===== config.mk =====
export PLATFORM = sky130hd
export DESIGN_NAME = alu_muldiv_flat
export DESIGN_NICKNAME = d
export VERILOG_FILES = /design/src/rtl/alu_muldiv_if.sv /design/src/rtl/alu_muldiv.sv /design/src/flat_wrapper.sv
export SDC_FILE = /design/constraint.sdc
export NUM_CORES = 2
export LEC_CHECK = 0
export ABC_AREA = 1
export CAP_MARGIN = 20
export CORE_UTILIZATION = 40
export DETAILED_ROUTE_END_ITERATION = 7
export PLACE_DENSITY_LB_ADDON = 0.1
export RECOVER_POWER = 25
export SYNTH_ARGS = -nofsm -noshare
export SYNTH_HDL_FRONTEND = slang
export SYNTH_SLANG_ARGS = --single-unit

===== constraint.sdc =====
create_clock -name clk -period 5.5 [get_ports clk]
set_input_delay 1.375 -clock clk [delete_from_list [all_inputs] [get_ports clk]]
set_output_delay 1.375 -clock clk [all_outputs]
set_load 0.02 [all_outputs]

===== src/rtl/alu_muldiv_if.sv =====
// Operand/result bundle between the EX stage and alu_muldiv.
// The master drives the instruction fields; the slave returns the result, stall and HI/LO.
interface alu_muldiv_if #(
    parameter int unsigned WIDTH = 32
);
    localparam int unsigned SHW = $clog2(WIDTH);

    logic             in_valid;
    logic [4:0]       op;
    logic [WIDTH-1:0] in1;
    logic [WIDTH-1:0] in2;
    logic [SHW-1:0]   shamt;
    logic [WIDTH-1:0] res;
    logic             stall;
    logic             busy;
    logic             done;
    logic [WIDTH-1:0] hi;
    logic [WIDTH-1:0] lo;

    modport master (
        output in_valid, op, in1, in2, shamt,
        input  res, stall, busy, done, hi, lo
    );

    modport slave (
        input  in_valid, op, in1, in2, shamt,
        output res, stall, busy, done, hi, lo
    );
endinterface


===== src/rtl/alu_muldiv.sv =====
// Execute-stage ALU with a sequential multiply/divide unit and HI/LO registers.
// Defining ALU_FAST_MUL_EN replaces the iterative multiply with a single-cycle product.
module alu_muldiv #(
    parameter int unsigned WIDTH = 32
) (
    input logic         clk,
    input logic         reset,
    alu_muldiv_if.slave bus
);
    localparam int unsigned SHW = $clog2(WIDTH);

    localparam logic [4:0] OpAdd   = 5'h01;
    localparam logic [4:0] OpAnd   = 5'h02;
    localparam logic [4:0] OpOr    = 5'h03;
    localparam logic [4:0] OpSub   = 5'h04;
    localparam logic [4:0] OpSll   = 5'h05;
    localparam logic [4:0] OpSrl   = 5'h06;
    localparam logic [4:0] OpSra   = 5'h07;
    localparam logic [4:0] OpSlt   = 5'h08;
    localparam logic [4:0] OpNor   = 5'h09;
    localparam logic [4:0] OpSllv  = 5'h0A;
    localparam logic [4:0] OpSrlv  = 5'h0B;
    localparam logic [4:0] OpSrav  = 5'h0C;
    localparam logic [4:0] OpXor   = 5'h0D;
    localparam logic [4:0] OpSltu  = 5'h0E;
    localparam logic [4:0] OpLui   = 5'h0F;
    localparam logic [4:0] OpMfhi  = 5'h14;
    localparam logic [4:0] OpMflo  = 5'h15;
    localparam logic [4:0] OpMthi  = 5'h16;
    localparam logic [4:0] OpMtlo  = 5'h17;

    typedef enum logic [1:0] {StIdle, StMul, StDiv, StFin} state_e;

    state_e           state_q, state_d;
    logic [SHW-1:0]   cnt_q, cnt_d;
    logic [WIDTH-1:0] a_q, a_d;
    logic [WIDTH-1:0] b_q, b_d;
    logic [WIDTH-1:0] acc_q, acc_d;
    logic [WIDTH-1:0] in1_q, in1_d;
    logic [WIDTH-1:0] hi_q, hi_d;
    logic [WIDTH-1:0] lo_q, lo_d;
    logic             neg_res_q, neg_res_d;
    logic             neg_rem_q, neg_rem_d;
    logic             div0_q, div0_d;
    logic             is_div_q, is_div_d;
    logic             done_q, done_d;

    logic             busy;
    logic             is_md;
    logic             is_md_start;
    logic             accept;
    logic             sgn;
    logic             in1_neg;
    logic             in2_neg;
    logic [WIDTH-1:0] in1_mag;
    logic [WIDTH-1:0] in2_mag;
    logic [WIDTH:0]   div_rem;
    logic [WIDTH:0]   div_diff;
    logic             div_ge;
    logic [2*WIDTH-1:0] prod_mag;
    logic [2*WIDTH-1:0] prod_sgn;
    logic [WIDTH-1:0] quo;
    logic [WIDTH-1:0] rem;
    logic [WIDTH-1:0] res;

    assign busy        = (state_q != StIdle);
    assign is_md       = (bus.op[4:3] == 2'b10);   // 0x10..0x17
    assign is_md_start = (bus.op[4:2] == 3'b100);  // 0x10..0x13
    assign accept      = bus.in_valid && is_md_start && !busy;

    // Even codes (MULT, DIV) are signed; the sequencer works on magnitudes.
    assign sgn     = ~bus.op[0];
    assign in1_neg = sgn & bus.in1[WIDTH-1];
    assign in2_neg = sgn & bus.in2[WIDTH-1];
    assign in1_mag = in1_neg ? -bus.in1 : bus.in1;
    assign in2_mag = in2_neg ? -bus.in2 : bus.in2;

    // Restoring division: shift the next dividend bit into the partial remainder.
    assign div_rem  = {acc_q, b_q[WIDTH-1]};
    assign div_diff = div_rem - {1'b0, a_q};
    assign div_ge   = (div_rem >= {1'b0, a_q});

    assign prod_mag = {acc_q, b_q};
    assign prod_sgn = neg_res_q ? -prod_mag : prod_mag;
    assign quo      = neg_res_q ? -b_q : b_q;
    assign rem      = neg_rem_q ? -acc_q : acc_q;

`ifdef ALU_FAST_MUL_EN
    logic [2*WIDTH-1:0] fast_prod;
    assign fast_prod = {{WIDTH{1'b0}}, a_q} * {{WIDTH{1'b0}}, b_q};
`else
    logic [WIDTH:0] mul_sum;
    assign mul_sum = {1'b0, acc_q} + (b_q[0] ? {1'b0, a_q} : {(WIDTH+1){1'b0}});
`endif

    always_comb begin
        state_d   = state_q;
        cnt_d     = cnt_q;
        a_d       = a_q;
        b_d       = b_q;
        acc_d     = acc_q;
        in1_d     = in1_q;
        hi_d      = hi_q;
        lo_d      = lo_q;
        neg_res_d = neg_res_q;
        neg_rem_d = neg_rem_q;
        div0_d    = div0_q;
        is_div_d  = is_div_q;
        done_d    = 1'b0;
        unique case (state_q)
            StIdle: begin
                if (accept) begin
                    a_d       = in2_mag;
                    b_d       = in1_mag;
                    acc_d     = '0;
                    cnt_d     = '0;
                    in1_d     = bus.in1;
                    is_div_d  = bus.op[1];
                    neg_res_d = in1_neg ^ in2_neg;
                    neg_rem_d = in1_neg;
                    div0_d    = (bus.in2 == '0);
                    state_d   = bus.op[1] ? StDiv : StMul;
                end else if (bus.in_valid && bus.op == OpMthi) begin
                    hi_d = bus.in1;
                end else if (bus.in_valid && bus.op == OpMtlo) begin
                    lo_d = bus.in1;
                end
            end
            StMul: begin
`ifdef ALU_FAST_MUL_EN
                {acc_d, b_d} = fast_prod;
                state_d      = StFin;
`else
                // Product accumulates in {acc, b}; the multiplier shifts out of b.
                acc_d = mul_sum[WIDTH:1];
                b_d   = {mul_sum[0], b_q[WIDTH-1:1]};
                cnt_d = cnt_q + 1'b1;
                if (cnt_q == SHW'(WIDTH - 1)) begin
                    state_d = StFin;
                end
`endif
            end
            StDiv: begin
                acc_d = div_ge ? div_diff[WIDTH-1:0] : div_rem[WIDTH-1:0];
                b_d   = {b_q[WIDTH-2:0], div_ge};
                cnt_d = cnt_q + 1'b1;
                if (cnt_q == SHW'(WIDTH - 1)) begin
                    state_d = StFin;
                end
            end
            StFin: begin
                if (!is_div_q) begin
                    hi_d = prod_sgn[2*WIDTH-1:WIDTH];
                    lo_d = prod_sgn[WIDTH-1:0];
                end else if (div0_q) begin
                    hi_d = in1_q;
                    lo_d = '1;
                end else begin
                    hi_d = rem;
                    lo_d = quo;
                end
                done_d  = 1'b1;
                state_d = StIdle;
            end
            default: state_d = StIdle;
        endcase
    end

    always_ff @(posedge clk) begin
        if (reset) begin
            state_q   <= StIdle;
            cnt_q     <= '0;
            a_q       <= '0;
            b_q       <= '0;
            acc_q     <= '0;
            in1_q     <= '0;
            hi_q      <= '0;
            lo_q      <= '0;
            neg_res_q <= 1'b0;
            neg_rem_q <= 1'b0;
            div0_q    <= 1'b0;
            is_div_q  <= 1'b0;
            done_q    <= 1'b0;
        end else begin
            state_q   <= state_d;
            cnt_q     <= cnt_d;
            a_q       <= a_d;
            b_q       <= b_d;
            acc_q     <= acc_d;
            in1_q     <= in1_d;
            hi_q      <= hi_d;
            lo_q      <= lo_d;
            neg_res_q <= neg_res_d;
            neg_rem_q <= neg_rem_d;
            div0_q    <= div0_d;
            is_div_q  <= is_div_d;
            done_q    <= done_d;
        end
    end

    always_comb begin
        res = '0;
        case (bus.op)
            OpAdd:   res = bus.in1 + bus.in2;
            OpAnd:   res = bus.in1 & bus.in2;
            OpOr:    res = bus.in1 | bus.in2;
            OpSub:   res = bus.in1 - bus.in2;
            OpSll:   res = bus.in2 << bus.shamt;
            OpSrl:   res = bus.in2 >> bus.shamt;
            OpSra:   res = $signed(bus.in2) >>> bus.shamt;
            OpSlt:   res = {{(WIDTH-1){1'b0}}, ($signed(bus.in1) < $signed(bus.in2))};
            OpNor:   res = ~(bus.in1 | bus.in2);
            OpSllv:  res = bus.in2 << bus.in1[SHW-1:0];
            OpSrlv:  res = bus.in2 >> bus.in1[SHW-1:0];
            OpSrav:  res = $signed(bus.in2) >>> bus.in1[SHW-1:0];
            OpXor:   res = bus.in1 ^ bus.in2;
            OpSltu:  res = {{(WIDTH-1){1'b0}}, (bus.in1 < bus.in2)};
            OpLui:   res = bus.in2 << (WIDTH / 2);
            OpMfhi:  res = hi_q;
            OpMflo:  res = lo_q;
            default: res = '0;
        endcase
    end

    assign bus.res   = res;
    assign bus.stall = bus.in_valid && busy && is_md;
    assign bus.busy  = busy;
    assign bus.done  = done_q;
    assign bus.hi    = hi_q;
    assign bus.lo    = lo_q;
endmodule


===== src/flat_wrapper.sv =====
// flat-port wrapper written by rule: the top's interface ports become plain ports
module alu_muldiv_flat 
#(
    parameter int unsigned WIDTH = 32
)
  (clk, reset, bus_in_valid, bus_op, bus_in1, bus_in2, bus_shamt, bus_res, bus_stall, bus_busy, bus_done, bus_hi, bus_lo);
  alu_muldiv_if #(.WIDTH(WIDTH)) bus_i ();
  input logic clk;
  input logic reset;
  input wire logic [$bits(bus_i.in_valid)-1:0] bus_in_valid;
  input wire logic [$bits(bus_i.op)-1:0] bus_op;
  input wire logic [$bits(bus_i.in1)-1:0] bus_in1;
  input wire logic [$bits(bus_i.in2)-1:0] bus_in2;
  input wire logic [$bits(bus_i.shamt)-1:0] bus_shamt;
  output wire logic [$bits(bus_i.res)-1:0] bus_res;
  output wire logic [$bits(bus_i.stall)-1:0] bus_stall;
  output wire logic [$bits(bus_i.busy)-1:0] bus_busy;
  output wire logic [$bits(bus_i.done)-1:0] bus_done;
  output wire logic [$bits(bus_i.hi)-1:0] bus_hi;
  output wire logic [$bits(bus_i.lo)-1:0] bus_lo;
  assign bus_i.in_valid = bus_in_valid;
  assign bus_i.op = bus_op;
  assign bus_i.in1 = bus_in1;
  assign bus_i.in2 = bus_in2;
  assign bus_i.shamt = bus_shamt;
  assign bus_res = bus_i.res;
  assign bus_stall = bus_i.stall;
  assign bus_busy = bus_i.busy;
  assign bus_done = bus_i.done;
  assign bus_hi = bus_i.hi;
  assign bus_lo = bus_i.lo;
  alu_muldiv #(.WIDTH(WIDTH)) u_core (.clk(clk), .reset(reset), .bus(bus_i));
endmodule

==> summary.md <==
| Metric | Value |
|---|---|
| Final Hold Viols | `0` |
| Area leader, netlist | `nand2_1` |
| CTS tree | `built` |
| Worst Hold Depth | `2` |
| FF-to-FF End | `u_core.acc_q[21]` |
| Initial Utilization | `40.7%` |
| Status | `finished with violations` |
| Worst hold path class | `reg -> reg` |
| Wirelength, routed | `193000 µm` |
| Layout cells sized above 1 | `18.1%` |
| Synth Register Bits | `204` |
| Maxcap violations | `1` |
| Violated checks | `max-capacitance violations, max-slew violations` |
| Endpoint, Worst Hold | `u_core.in1_q[31]` |
| Post-Synthesis Cells | `5738` |
| Core area | `0.0749 mm²` |
| First-pass GRT wire length | `272000 µm` |
| R2r worst-path depth | `16` |
| R2R Path Start | `u_core.acc_q[2]` |
| Top-level I/O count | `176` |
| Critical path arrival | `4100 ps` |
| Total number of vias | `44929` |
| Post-cts hold buffer count | `0` |
| Total Power | `11.0 mW` |
| Dpl hpwl | `157000 µm` |
| Post-synthesis sequential area ratio | `13.4%` |
| Crit path max fanout | `6` |
| Clock latency on the worst-skew pair | `570 ps` |
| Synthesized area per cell | `5.32 µm²` |
| Cell Rows | `100` |
| Crit path kind | `in -> out` |
| PD cells | `271 mW/mm²` |
| Htree depth | `1` |
| Min-delay src | `u_core.in1_q[31]` |
| Synth cell types | `52` |
| Mapped Nets | `5991` |
| Final setup viols | `0` |
| Initial antenna violation count | `17` |
| Slew Limit Fails | `59` |
| Area growth syn-to-layout | `33.1%` |
| Fin nets | `6678` |
| Worst Tran Pin Value | `3320 ps` |
| Pleak | `20.4 nW` |
| RSZ-0062 raised after global routing | `yes` |
| Highest ir drop seen on vdd | `0.347 mV` |
| Total CTS buffers | `22` |
| Die height | `278 µm` |
| Clk root buf | `clkbuf_16` |
| Startpoint types | `input pin` |
| Top post-synthesis cells by area | `nand2_1 (21%), dfxtp_1 (13%), nand3_1 (12%)` |
| Final cell count without fillers | `7414` |
| Largest net degree at the start of global routing | `147` |
| Period utilization | `99.5%` |
| Final antenna-violating net count | `0` |
| Filler cells | `8017` |
| Number of global-route vias before repair | `39922` |
| Via/cell ratio | `6.06` |
| GRT Total Usage | `47.7%` |
| Gr ovfl total | `0` |
| Mapped cell area | `0.0305 mm²` |
| Per-cell routed wire length | `26.1 µm` |
| Die area | `0.0774 mm²` |
| Worst Setup End Kind | `primary output` |
| DP Cell Count | `7340` |
| Die Wd | `278 µm` |
| Required time of the worst setup path | `4120 ps` |
| Rel. slew slack | `-121%` |
| DRC viols | `0` |
| Maximum buffer depth of the clock tree | `3` |
| CTS sink cnt | `204` |
| FMAX | `183 MHz` |
| First-pass DRT Iterations | `7` |
| DRT iter0 DRCs | `7152` |
| Post-synth top area share | `20.7%` |
| Final WS setup | `30.0 ps` |
| EDFF count, synth | `0` |
| PortBufs | `175` |
| Clk pin slew, worst setup/hold paths | `60 ps` |
| Min Tclk post-route | `5470 ps` |
| Gpl congestion | `1.15` |
| Top_reg_cell synth | `dfxtp_1` |
| Clock Skews | `27.5 ps` |
| Synth Warn # | `0` |
| Setup WS pre-CTS | `-926 ps` |
| Finished Core Util | `54.2%` |
| Synth async-reset ratio | `0%` |
| Setup tns final | `0 ps` |
| Reg2reg setup slack | `2040 ps` |
==> layout by cell type (no fill, tap or decap), types with 41 or more instances in the layout <==
master / Yosys / routed
nand2_2: 5 / 52
nand2_1: 1687 / 1632
o22ai_1: 41 / 41
nand3_1: 719 / 677
buf_4: 12 / 715
a21oi_1: 497 / 469
clkdlybuf4s50_1: 0 / 71
o21ai_0: 437 / 401
ha_1: 172 / 148
nor3_1: 68 / 65
nand4_1: 65 / 65
nor2_1: 581 / 541
dfxtp_1: 204 / 202
xor2_1: 65 / 65
o211ai_1: 59 / 59
inv_1: 572 / 550
==> routing by layer <==
layer  up-vias  wire length, µm  GRT usage [%]
met5         -               73              0
met4        14            13600           26.9
met3       693            27000           13.5
met2      3262            76600           68.7
met1     20583            76200           63.2
li1      20377                -              -
==> final cells by class <==
cell class                      count  area (µm²)  share of cell area (%)
Sequential cell                   204        4090                    10.1
Clock inverter                     11         151                   0.373
Inverter                          603        2310                    5.68
Multi-Input combinational cell   4643       24100                    59.3
Tap cell                          969        1210                    2.98
Timing Repair Buffer              951        8180                    20.1
Antenna cell                        8        20.0                  0.0493
Clock buffer                       25         562                    1.38
==> cells in the mapped netlist, types with 10 or more instances <==
master    instances
o22ai_1          41
o21bai_1         12
xnor2_1          13
xor2_1           65
clkinv_1         17
o21a_1           10
dfxtp_1         204
nand2_1        1687
or2_2            11
buf_2            52
buf_1            16
nand3b_1         27
inv_2            14
o211ai_1         59
a21oi_1         497
nor2_1          581
nor4_1           11
o21ai_0         437
nand4_1          65
a221oi_1         19
a21o_1           12
o21ai_1          21
ha_1            172
clkbuf_1        202
a31oi_1          14
nor3_1           68
nand3_1         719
inv_1           572
buf_4            12
==> power breakdown <==
part | total, mW | internal (mW) | leakage, nW | switching, mW
Combinational | 7.21 | 2.33 | 18.4 | 4.89
Clock | 1.58 | 0.878 | 0.349 | 0.700
Sequential | 2.22 | 1.74 | 1.67 | 0.476
Total | 11.0 | 4.94 | 20.4 | 6.06
==> registers in the layout, summed over array words and instances, names as in the netlist <==
signal	count
u_core.bus.lo	32
u_core.div0_q	1
u_core.neg_res_q	1
u_core.cnt_q	5
u_core.bus.done	1
u_core.acc_q	32
u_core.a_q	32
u_core.in1_q	32
u_core.b_q	32
u_core.state_q	2
u_core.bus.hi	32
u_core.is_div_q	1
u_core.neg_rem_q	1
==> critical path, cell delays in order <==
cell and delay, ps:
clkdlybuf4s50_1 550, inv_1 150, ha_2 430, inv_1 70, a21oi_1 210, o21ai_0 220
buf_4 180, a21oi_1 170, nand2_1 100, o21ai_0 260, nand3_1 170, buf_2 190
==> per-stage QoR <==
step	instance area, µm²	hold slack, ps
floorplan	30500	430
global placement	38400	456
detailed placement	38400	464
CTS	39800	474
global route	40600	496
finish	40600	471
==> worst max-delay path by stage <==
stage	startpoint	slack (ps)	end	cells past startpoint
detailed placement	bus_in2[4]	-930	bus_res[12]	16
global route	bus_in2[8]	-20	bus_res[21]	19
CTS	bus_op[1]	-5	bus_res[11]	16
floorplan	bus_in1[1]	540	bus_res[18]	17
global placement	bus_in2[2]	-920	bus_res[12]	16
finish	bus_in2[23]	30	bus_res[28]	12
==> kinds of logic after synthesis <==
group / Yosys count / synth area share [%]
and+or+nand+nor: 3208 / 44.2
AOI/OAI and AO/OA: 1181 / 21.4
buffers and inverters: 891 / 11.5
DFF: 204 / 13.4
adders and majority gates: 176 / 7.31
xor gates and xnor gates: 78 / 2.24
==> what timing repair did <==
item	in CTS	in global routing
pin swaps	26	40
resized for setup	326	217
setup buffers	13	8
gates cloned	1	8
endpoints found under the setup margin	32	32
endpoints found under the hold margin	0	0
Power figures use the tool's default switching activity.
